`config.mk`:
```
export PLATFORM = sky130hd
export DESIGN_NAME = core_seq
export DESIGN_NICKNAME = d
export VERILOG_FILES = /design/src/rtl/core_seq_pkg.sv /design/src/rtl/core_seq_inflight.sv /design/src/rtl/core_seq.sv
export SDC_FILE = /design/constraint.sdc
export NUM_CORES = 1
export LEC_CHECK = 0
export CELL_PAD_IN_SITES_DETAIL_PLACEMENT = 0
export CELL_PAD_IN_SITES_GLOBAL_PLACEMENT = 1
export CORE_ASPECT_RATIO = 1.25
export CORE_UTILIZATION = 37
export DETAILED_ROUTE_END_ITERATION = 10
export MAX_ROUTING_LAYER = met4
export PLACE_DENSITY_LB_ADDON = 0.25
export SLEW_MARGIN = 20
export SYNTH_ARGS = -nofsm -noshare
export SYNTH_HDL_FRONTEND = slang
export SYNTH_SLANG_ARGS = --single-unit
```
`constraint.sdc`:
```
create_clock -name clock -period 4.7 [get_ports clock]
set_clock_uncertainty 0.15 [all_clocks]
set_input_delay 0.705 -clock clock [delete_from_list [all_inputs] [get_ports clock]]
set_output_delay 0.705 -clock clock [all_outputs]
set_load 0.02 [all_outputs]
```
`src/rtl/core_seq_pkg.sv`:
```
// Shared types and encodings for the core_seq control sequencer.
package core_seq_pkg;

  typedef enum logic [2:0] {
    StStart = 3'd0,
    StFetch = 3'd1,
    StLoad  = 3'd2,
    StStore = 3'd3,
    StExec  = 3'd4,
    StHalt  = 3'd5,
    StTrap  = 3'd6
  } state_e;

  // Decoded instruction classes driven by the datapath decoder.
  localparam logic [3:0] INST_ALU       = 4'd0;
  localparam logic [3:0] INST_LOAD_BYTE = 4'd1;
  localparam logic [3:0] INST_LOAD_HALF = 4'd2;
  localparam logic [3:0] INST_LOAD_WORD = 4'd3;
  localparam logic [3:0] INST_STORE     = 4'd4;
  localparam logic [3:0] INST_BRANCH    = 4'd5;
  localparam logic [3:0] INST_JUMP      = 4'd6;
  localparam logic [3:0] INST_EBREAK    = 4'd7;

  localparam logic [1:0] TRAP_NONE    = 2'd0;
  localparam logic [1:0] TRAP_IFU     = 2'd1;
  localparam logic [1:0] TRAP_LSU     = 2'd2;
  localparam logic [1:0] TRAP_TIMEOUT = 2'd3;

  function automatic logic is_load(logic [3:0] t);
    return (t == INST_LOAD_BYTE) || (t == INST_LOAD_HALF) || (t == INST_LOAD_WORD);
  endfunction

endpackage

```
`src/rtl/core_seq_inflight.sv`:
```
// Per-channel request tracker: inflight flag, wait counter, response accept and watchdog timeout.
module core_seq_inflight #(
  parameter int unsigned TIMEOUT_CYCLES = 1024,
  parameter int unsigned WAIT_W         = 16
) (
  input  logic clock,
  input  logic reset,
  input  logic req_valid_i,
  input  logic resp_valid_i,
  input  logic wait_clear_i,
  input  logic in_wait_i,
  output logic accept_o,
  output logic timeout_o
);

  localparam bit TimeoutEn = (TIMEOUT_CYCLES != 0);
  localparam logic [WAIT_W-1:0] WaitLast = TimeoutEn ? WAIT_W'(TIMEOUT_CYCLES - 1) : '0;

  logic              inflight_q, inflight_d;
  logic [WAIT_W-1:0] wait_q, wait_d;
  logic              stalled;

  // Responses without an outstanding request (e.g. stale after reset) are dropped.
  assign accept_o  = resp_valid_i & inflight_q;
  assign stalled   = in_wait_i & ~accept_o;
  assign timeout_o = TimeoutEn & stalled & (wait_q == WaitLast);

  always_comb begin
    inflight_d = req_valid_i | (inflight_q & ~accept_o);
    wait_d     = wait_q;
    if (wait_clear_i) begin
      wait_d = '0;
    end else if (stalled) begin
      wait_d = wait_q + WAIT_W'(1);
    end
  end

  always_ff @(posedge clock or posedge reset) begin
    if (reset) begin
      inflight_q <= 1'b0;
      wait_q     <= '0;
    end else begin
      inflight_q <= inflight_d;
      wait_q     <= wait_d;
    end
  end

endmodule

```
`src/rtl/core_seq.sv`:
```
// Multi-cycle fetch/load/store/exec sequencer with trapping, halt and retire counting.
// Define CORE_SEQ_PERF_EN to build the IFU/LSU stall-cycle counters.
module core_seq
  import core_seq_pkg::*;
#(
  parameter int unsigned TIMEOUT_CYCLES = 1024,
  parameter int unsigned WAIT_W         = 16,
  parameter int unsigned RETIRE_W       = 32,
  parameter int unsigned HALT_ON_EBREAK = 1
) (
  input  logic                clock,
  input  logic                reset,
  input  logic                ifu_respValid,
  input  logic                ifu_respErr,
  input  logic                lsu_respValid,
  input  logic                lsu_respErr,
  input  logic [3:0]          inst_type,
  output logic                ifu_reqValid,
  output logic                lsu_reqValid,
  output logic                lsu_wen,
  output logic                pc_wen,
  output logic                reg_wen,
  output logic                finished,
  output logic                ebreak,
  output logic                halted,
  output logic                trap,
  output logic [1:0]          trap_cause,
  output logic [RETIRE_W-1:0] retire_count,
  output logic [31:0]         ifu_stall_cycles,
  output logic [31:0]         lsu_stall_cycles
);

  state_e              state_q, state_d;
  logic [1:0]          cause_d;
  logic                retire;
  logic                ifu_accept, ifu_timeout, lsu_accept, lsu_timeout;
  logic                ifu_clear, lsu_clear, lsu_in_wait, lsu_next_wait;
  logic                finished_q, finished_d, ebreak_q, ebreak_d;
  logic                halted_q, halted_d, trap_q, trap_d;
  logic [1:0]          trap_cause_q, trap_cause_d;
  logic [RETIRE_W-1:0] retire_count_q, retire_count_d;

  assign lsu_in_wait   = (state_q == StLoad) || (state_q == StStore);
  assign lsu_next_wait = (state_d == StLoad) || (state_d == StStore);
  assign ifu_clear     = (state_d == StFetch) && (state_q != StFetch);
  assign lsu_clear     = lsu_next_wait && !lsu_in_wait;

  core_seq_inflight #(
    .TIMEOUT_CYCLES(TIMEOUT_CYCLES),
    .WAIT_W        (WAIT_W)
  ) u_ifu_inflight (
    .clock       (clock),
    .reset       (reset),
    .req_valid_i (ifu_reqValid),
    .resp_valid_i(ifu_respValid),
    .wait_clear_i(ifu_clear),
    .in_wait_i   (state_q == StFetch),
    .accept_o    (ifu_accept),
    .timeout_o   (ifu_timeout)
  );

  core_seq_inflight #(
    .TIMEOUT_CYCLES(TIMEOUT_CYCLES),
    .WAIT_W        (WAIT_W)
  ) u_lsu_inflight (
    .clock       (clock),
    .reset       (reset),
    .req_valid_i (lsu_reqValid),
    .resp_valid_i(lsu_respValid),
    .wait_clear_i(lsu_clear),
    .in_wait_i   (lsu_in_wait),
    .accept_o    (lsu_accept),
    .timeout_o   (lsu_timeout)
  );

  // Error beats a good response, which beats the watchdog.
  always_comb begin
    state_d      = state_q;
    cause_d      = TRAP_NONE;
    ifu_reqValid = 1'b0;
    lsu_reqValid = 1'b0;
    lsu_wen      = 1'b0;
    pc_wen       = 1'b0;
    reg_wen      = 1'b0;
    retire       = 1'b0;
    case (state_q)
      StStart: begin
        if (!reset) begin
          ifu_reqValid = 1'b1;
          state_d      = StFetch;
        end
      end
      StFetch: begin
        if (ifu_accept && ifu_respErr) begin
          state_d = StTrap;
          cause_d = TRAP_IFU;
        end else if (ifu_accept) begin
          pc_wen = 1'b1;
          if (is_load(inst_type)) begin
            lsu_reqValid = 1'b1;
            state_d      = StLoad;
          end else if (inst_type == INST_STORE) begin
            lsu_reqValid = 1'b1;
            lsu_wen      = 1'b1;
            state_d      = StStore;
          end else begin
            reg_wen = 1'b1;
            state_d = StExec;
          end
        end else if (ifu_timeout) begin
          state_d = StTrap;
          cause_d = TRAP_TIMEOUT;
        end else begin
          ifu_reqValid = 1'b1;
        end
      end
      StLoad: begin
        if (lsu_accept && lsu_respErr) begin
          state_d = StTrap;
          cause_d = TRAP_LSU;
        end else if (lsu_accept) begin
          reg_wen = 1'b1;
          state_d = StExec;
        end else if (lsu_timeout) begin
          state_d = StTrap;
          cause_d = TRAP_TIMEOUT;
        end else begin
          lsu_reqValid = 1'b1;
        end
      end
      StStore: begin
        if (lsu_accept && lsu_respErr) begin
          state_d = StTrap;
          cause_d = TRAP_LSU;
        end else if (lsu_accept) begin
          retire       = 1'b1;
          ifu_reqValid = 1'b1;
          state_d      = StFetch;
        end else if (lsu_timeout) begin
          state_d = StTrap;
          cause_d = TRAP_TIMEOUT;
        end else begin
          lsu_reqValid = 1'b1;
          lsu_wen      = 1'b1;
        end
      end
      StExec: begin
        retire = 1'b1;
        if ((inst_type == INST_EBREAK) && (HALT_ON_EBREAK != 0)) begin
          state_d = StHalt;
        end else begin
          ifu_reqValid = 1'b1;
          state_d      = StFetch;
        end
      end
      StHalt, StTrap: ;
      default: begin
        ifu_reqValid = 1'b1;
        state_d      = StFetch;
      end
    endcase
  end

  always_comb begin
    finished_d     = retire;
    retire_count_d = retire_count_q + RETIRE_W'(retire);
    ebreak_d       = ebreak_q | ((state_d == StExec) && (inst_type == INST_EBREAK));
    halted_d       = halted_q | (state_d == StHalt);
    trap_d         = trap_q | (state_d == StTrap);
    trap_cause_d   = trap_cause_q;
    if ((state_d == StTrap) && (state_q != StTrap)) begin
      trap_cause_d = cause_d;
    end
  end

  always_ff @(posedge clock or posedge reset) begin
    if (reset) begin
      state_q        <= StStart;
      finished_q     <= 1'b0;
      ebreak_q       <= 1'b0;
      halted_q       <= 1'b0;
      trap_q         <= 1'b0;
      trap_cause_q   <= TRAP_NONE;
      retire_count_q <= '0;
    end else begin
      state_q        <= state_d;
      finished_q     <= finished_d;
      ebreak_q       <= ebreak_d;
      halted_q       <= halted_d;
      trap_q         <= trap_d;
      trap_cause_q   <= trap_cause_d;
      retire_count_q <= retire_count_d;
    end
  end

  assign finished     = finished_q;
  assign ebreak       = ebreak_q;
  assign halted       = halted_q;
  assign trap         = trap_q;
  assign trap_cause   = trap_cause_q;
  assign retire_count = retire_count_q;

`ifdef CORE_SEQ_PERF_EN
  logic        ifu_stalled, lsu_stalled;
  logic [31:0] ifu_stall_q, ifu_stall_d, lsu_stall_q, lsu_stall_d;

  assign ifu_stalled = (state_q == StFetch) && !ifu_accept;
  assign lsu_stalled = lsu_in_wait && !lsu_accept;

  always_comb begin
    ifu_stall_d = ifu_stall_q;
    lsu_stall_d = lsu_stall_q;
    if (ifu_stalled && (ifu_stall_q != '1)) ifu_stall_d = ifu_stall_q + 32'd1;
    if (lsu_stalled && (lsu_stall_q != '1)) lsu_stall_d = lsu_stall_q + 32'd1;
  end

  always_ff @(posedge clock or posedge reset) begin
    if (reset) begin
      ifu_stall_q <= '0;
      lsu_stall_q <= '0;
    end else begin
      ifu_stall_q <= ifu_stall_d;
      lsu_stall_q <= lsu_stall_d;
    end
  end

  assign ifu_stall_cycles = ifu_stall_q;
  assign lsu_stall_cycles = lsu_stall_q;
`else
  assign ifu_stall_cycles = '0;
  assign lsu_stall_cycles = '0;
`endif

endmodule

```
==> impl_metrics.csv <==
group,metric,value,unit
setup_path,cp-start-kind,"primary input",
sta,fin_crit_sh,82.1,%
power,switchingPower,0.000729,W
layout,seqCellArea,1880,µm²
logic_synthesis,post-synth-top-count-cell,"dfrtp_1",
setup_path,worstSetupPathType,"primary input to primary output",
power,switching_share,33.7,%
sta,setup-tns-final,0,ns
sta,maxSlewHeadroom,52.6,%
setup_path,cp_data_required_time,3.85,ns
floorplan,fp.dieW,97.4,µm
logic_synthesis,yosysSeqAreaShare,44.6,%
power,p_comb_share,28.3,%
run_status,status,"finished clean",
setup_path,critPathArrivalTime,3.00,ns
global_route,grt_pass1_vias,2859,
logic_synthesis,ys.flop_type,"dfrtp_1",
hold_path,hold_path_class,"flip-flop to flip-flop",
logic_synthesis,syn_avg_cell_area,10.0,µm²
logic_synthesis,yosys.area.top_type,"dfrtp_1",
sta,finalSetupViolCount,0,
drt,drtAntennaViolNets,0,
logic_synthesis,synthCells,419,
cts,post-cts-setup-buffer-count,0,
drt,drt_iter0_drc,101,
drt,drc_errors,0,
sta,tightest_slew,0.711,ns
power,peakVddDrop,220,µV
setup_path,crit_fanout,6,
sta,hold_viol_final,0,
cts,path_clk_slew,0.06,ns
power,power.share.clock,34.2,%
setup_path,cp-end-kind,"primary output",
global_route,grt_max_degree,57,
sta,drv_slew,0,
logic_synthesis,yosys_warnings,0,
layout,multi_input_area,2010,µm²
sta,rsz0062_at_grt,"false",
cts,cts_buffer_depth,2,
place,portBuffers,52,
floorplan,coreArea,11100,µm²
power,cell_internal_pwr,0.00144,W
layout,num-fill-cells,1091,
floorplan,die_h,121,µm
floorplan,die-area,11800,µm²
cts,cts_root_buf,"clkbuf_16",
place,gp_congestion,0.786,
cts,insertion_delay,0.33,ns
drt,drtPass1Iterations,4,
drt,postRouteWirelength,8.29,mm
logic_synthesis,synth_seq_cells,75,
cts,cts_sinks,75,
drt,viasPerCell,4.75,
logic_synthesis,netlist_area,4210,µm²
global_route,grt_pass1_wl,14.0,mm
cts,cts_hold_buf,0,
layout,fin_nets,493,
logic_synthesis,synth.distinct_cells,56,
place,dpl.hpwl,6.07,mm
global_route,antenna_found_initial,0,
job,maxCapViolCount,0,
layout,layout-drive-gt1-share,9.71,%
layout,final_core_util,44.8,%
power,p_per_area,436,nW/µm²
cts,cts_buffers,9,
global_route,grt-ovfl-total,0,
cts,cts_tree,"done",
sta,fin_crit,3.86,ns
logic_synthesis,ys_top_cells_by_count,"dfrtp_1, buf_4, nor2_1",
drt,vias,2940,
drt,wl_per_cell,13.4,µm
floorplan,fp-row-count,43,
layout,syn2layout_area_growth,18.0,%
logic_synthesis,synth-edff-count,0,
logic_synthesis,async_reset_ff_share,100,%
layout,antenna-diode-count,0,
setup_path,regToRegSetupSlack,1.82,ns
cts,htreeDepth,3,
power,seqPwrFrac,37.5,%
global_route,track_usage,15.3,%
power,p_leak,2.32,nW
floorplan,start_util,38.0,%
cts,post_cts_resized,0,
floorplan,pin_count,117,
logic_synthesis,yosys-top-cells-area,"dfrtp_1, buf_4, xor2_1, xnor2_1, nor2_1",
sta,clock.fmax,259,MHz
logic_synthesis,synth_top_area_share,44.6,%
[routing by layer]
| metal | part of all wire [%] | wire (µm) | track usage (%) | up-vias |
|---|---|---|---|---|
| li1 | - | - | - | 1420 |
| met1 | 45 | 3750 | 19.0 | 1407 |
| met2 | 48 | 3940 | 23.7 | 99 |
| met3 | 4.5 | 372 | 3.57 | 14 |
| met4 | 2.8 | 229 | 7.17 | 0 |
| met5 | 0 | 0 | - | - |
[power groups by stage]
stage / combinational [W] / clock, W / sequential [W]
2_1_floorplan: 0.000445 / 0 / 0.000835
3_3_place_gp: 0.000617 / 0 / 0.000823
3_5_place_dp: 0.000621 / 0 / 0.000825
4_1_cts: 0.000623 / 0.000766 / 0.000814
5_1_grt: 0.000679 / 0.000793 / 0.000828
6_report: 0.000613 / 0.000741 / 0.000813
[cell type report]
type	instances	area share [%]
repair buffers	56	11.1
clock buffers	10	4.81
clock inverters	6	1.76
inverters	8	0.605
well taps	135	3.40
multi-input cells	329	40.6
flip-flops and latches	75	37.8
[state kept, by name, indices dropped and copies added, names as in the netlist]
register and flops:
state_q 3, trap 1, u_lsu_inflight.inflight_q 1, ebreak 1
finished 1, u_ifu_inflight.wait_q 16, trap_cause 2, u_ifu_inflight.inflight_q 1
u_lsu_inflight.wait_q 16, retire_count 32, halted 1
[kinds of logic after synthesis]
kind of cell               count (synthesis)  synth area share (%)
AOI/OAI and AO/OA                         30                  5.68
xor gates and xnor gates                  58                  12.1
adders and majority gates                  4                  1.19
buffers and inverters                     78                  13.1
DFF                                       75                  44.6
muxes                                      3                 0.743
other                                      1                0.0891
and+or+nand+nor                          170                  22.5
[final timing paths]
kind,startpoint,end,cells after the start
setup reg to reg,state_q[0]$_DFF_PP0_,retire_count[31]$_DFF_PP0_,10
min in group asynchronous,reset,u_lsu_inflight.wait_q[0]$_DFFE_PP0P_,3
max in group asynchronous,reset,retire_count[30]$_DFF_PP0_,4
hold / removal,ebreak$_DFF_PP0_,ebreak$_DFF_PP0_,1
setup / recovery,lsu_respValid,lsu_reqValid,7
hold reg to reg,ebreak$_DFF_PP0_,ebreak$_DFF_PP0_,1
[cell usage in the layout, fill, tap and decap left out, drive strengths merged, types with 2 or more instances in the layout]
master / n
ha: 4
clkinv: 3
mux2i: 2
and2: 3
nand3: 19
or2: 4
nor2: 55
xnor2: 27
o211ai: 2
bufinv: 2
xor2: 31
and3: 12
nor4b: 3
o21ai: 4
nor3: 6
a21oi: 5
clkdlybuf4s50: 52
clkbuf: 10
a21o: 4
or3: 2
nor4: 2
nand2b: 6
nand4: 17
nand2: 25
and4: 10
conb: 64
a211oi: 5
buf: 4
dfrtp: 75
o22ai: 3
inv: 9
[stage by stage]
stage / hold slack [ns] / setup slack (ns) / instance area [µm²] / std cells / power, W
2_1_floorplan: 0.352 / 0.606 / 4440 / 482 / 0.00128
3_3_place_gp: 0.299 / 0.855 / 4640 / 603 / 0.00144
3_5_place_dp: 0.296 / 0.826 / 4640 / 603 / 0.00145
4_1_cts: 0.315 / 0.815 / 4970 / 619 / 0.00220
5_1_grt: 0.340 / 0.652 / 4970 / 619 / 0.00230
6_report: 0.309 / 0.842 / 4970 / 619 / 0.00217
[critical path, stage by stage]
cell	delay [ns]
clkdlybuf4s50_1	0.54
a211oi_4	0.38
nand4_2	0.18
a221oi_2	0.37
or2_1	0.21
nor2_1	0.07
clkdlybuf4s50_1	0.55
Power figures use the tool's default switching activity.
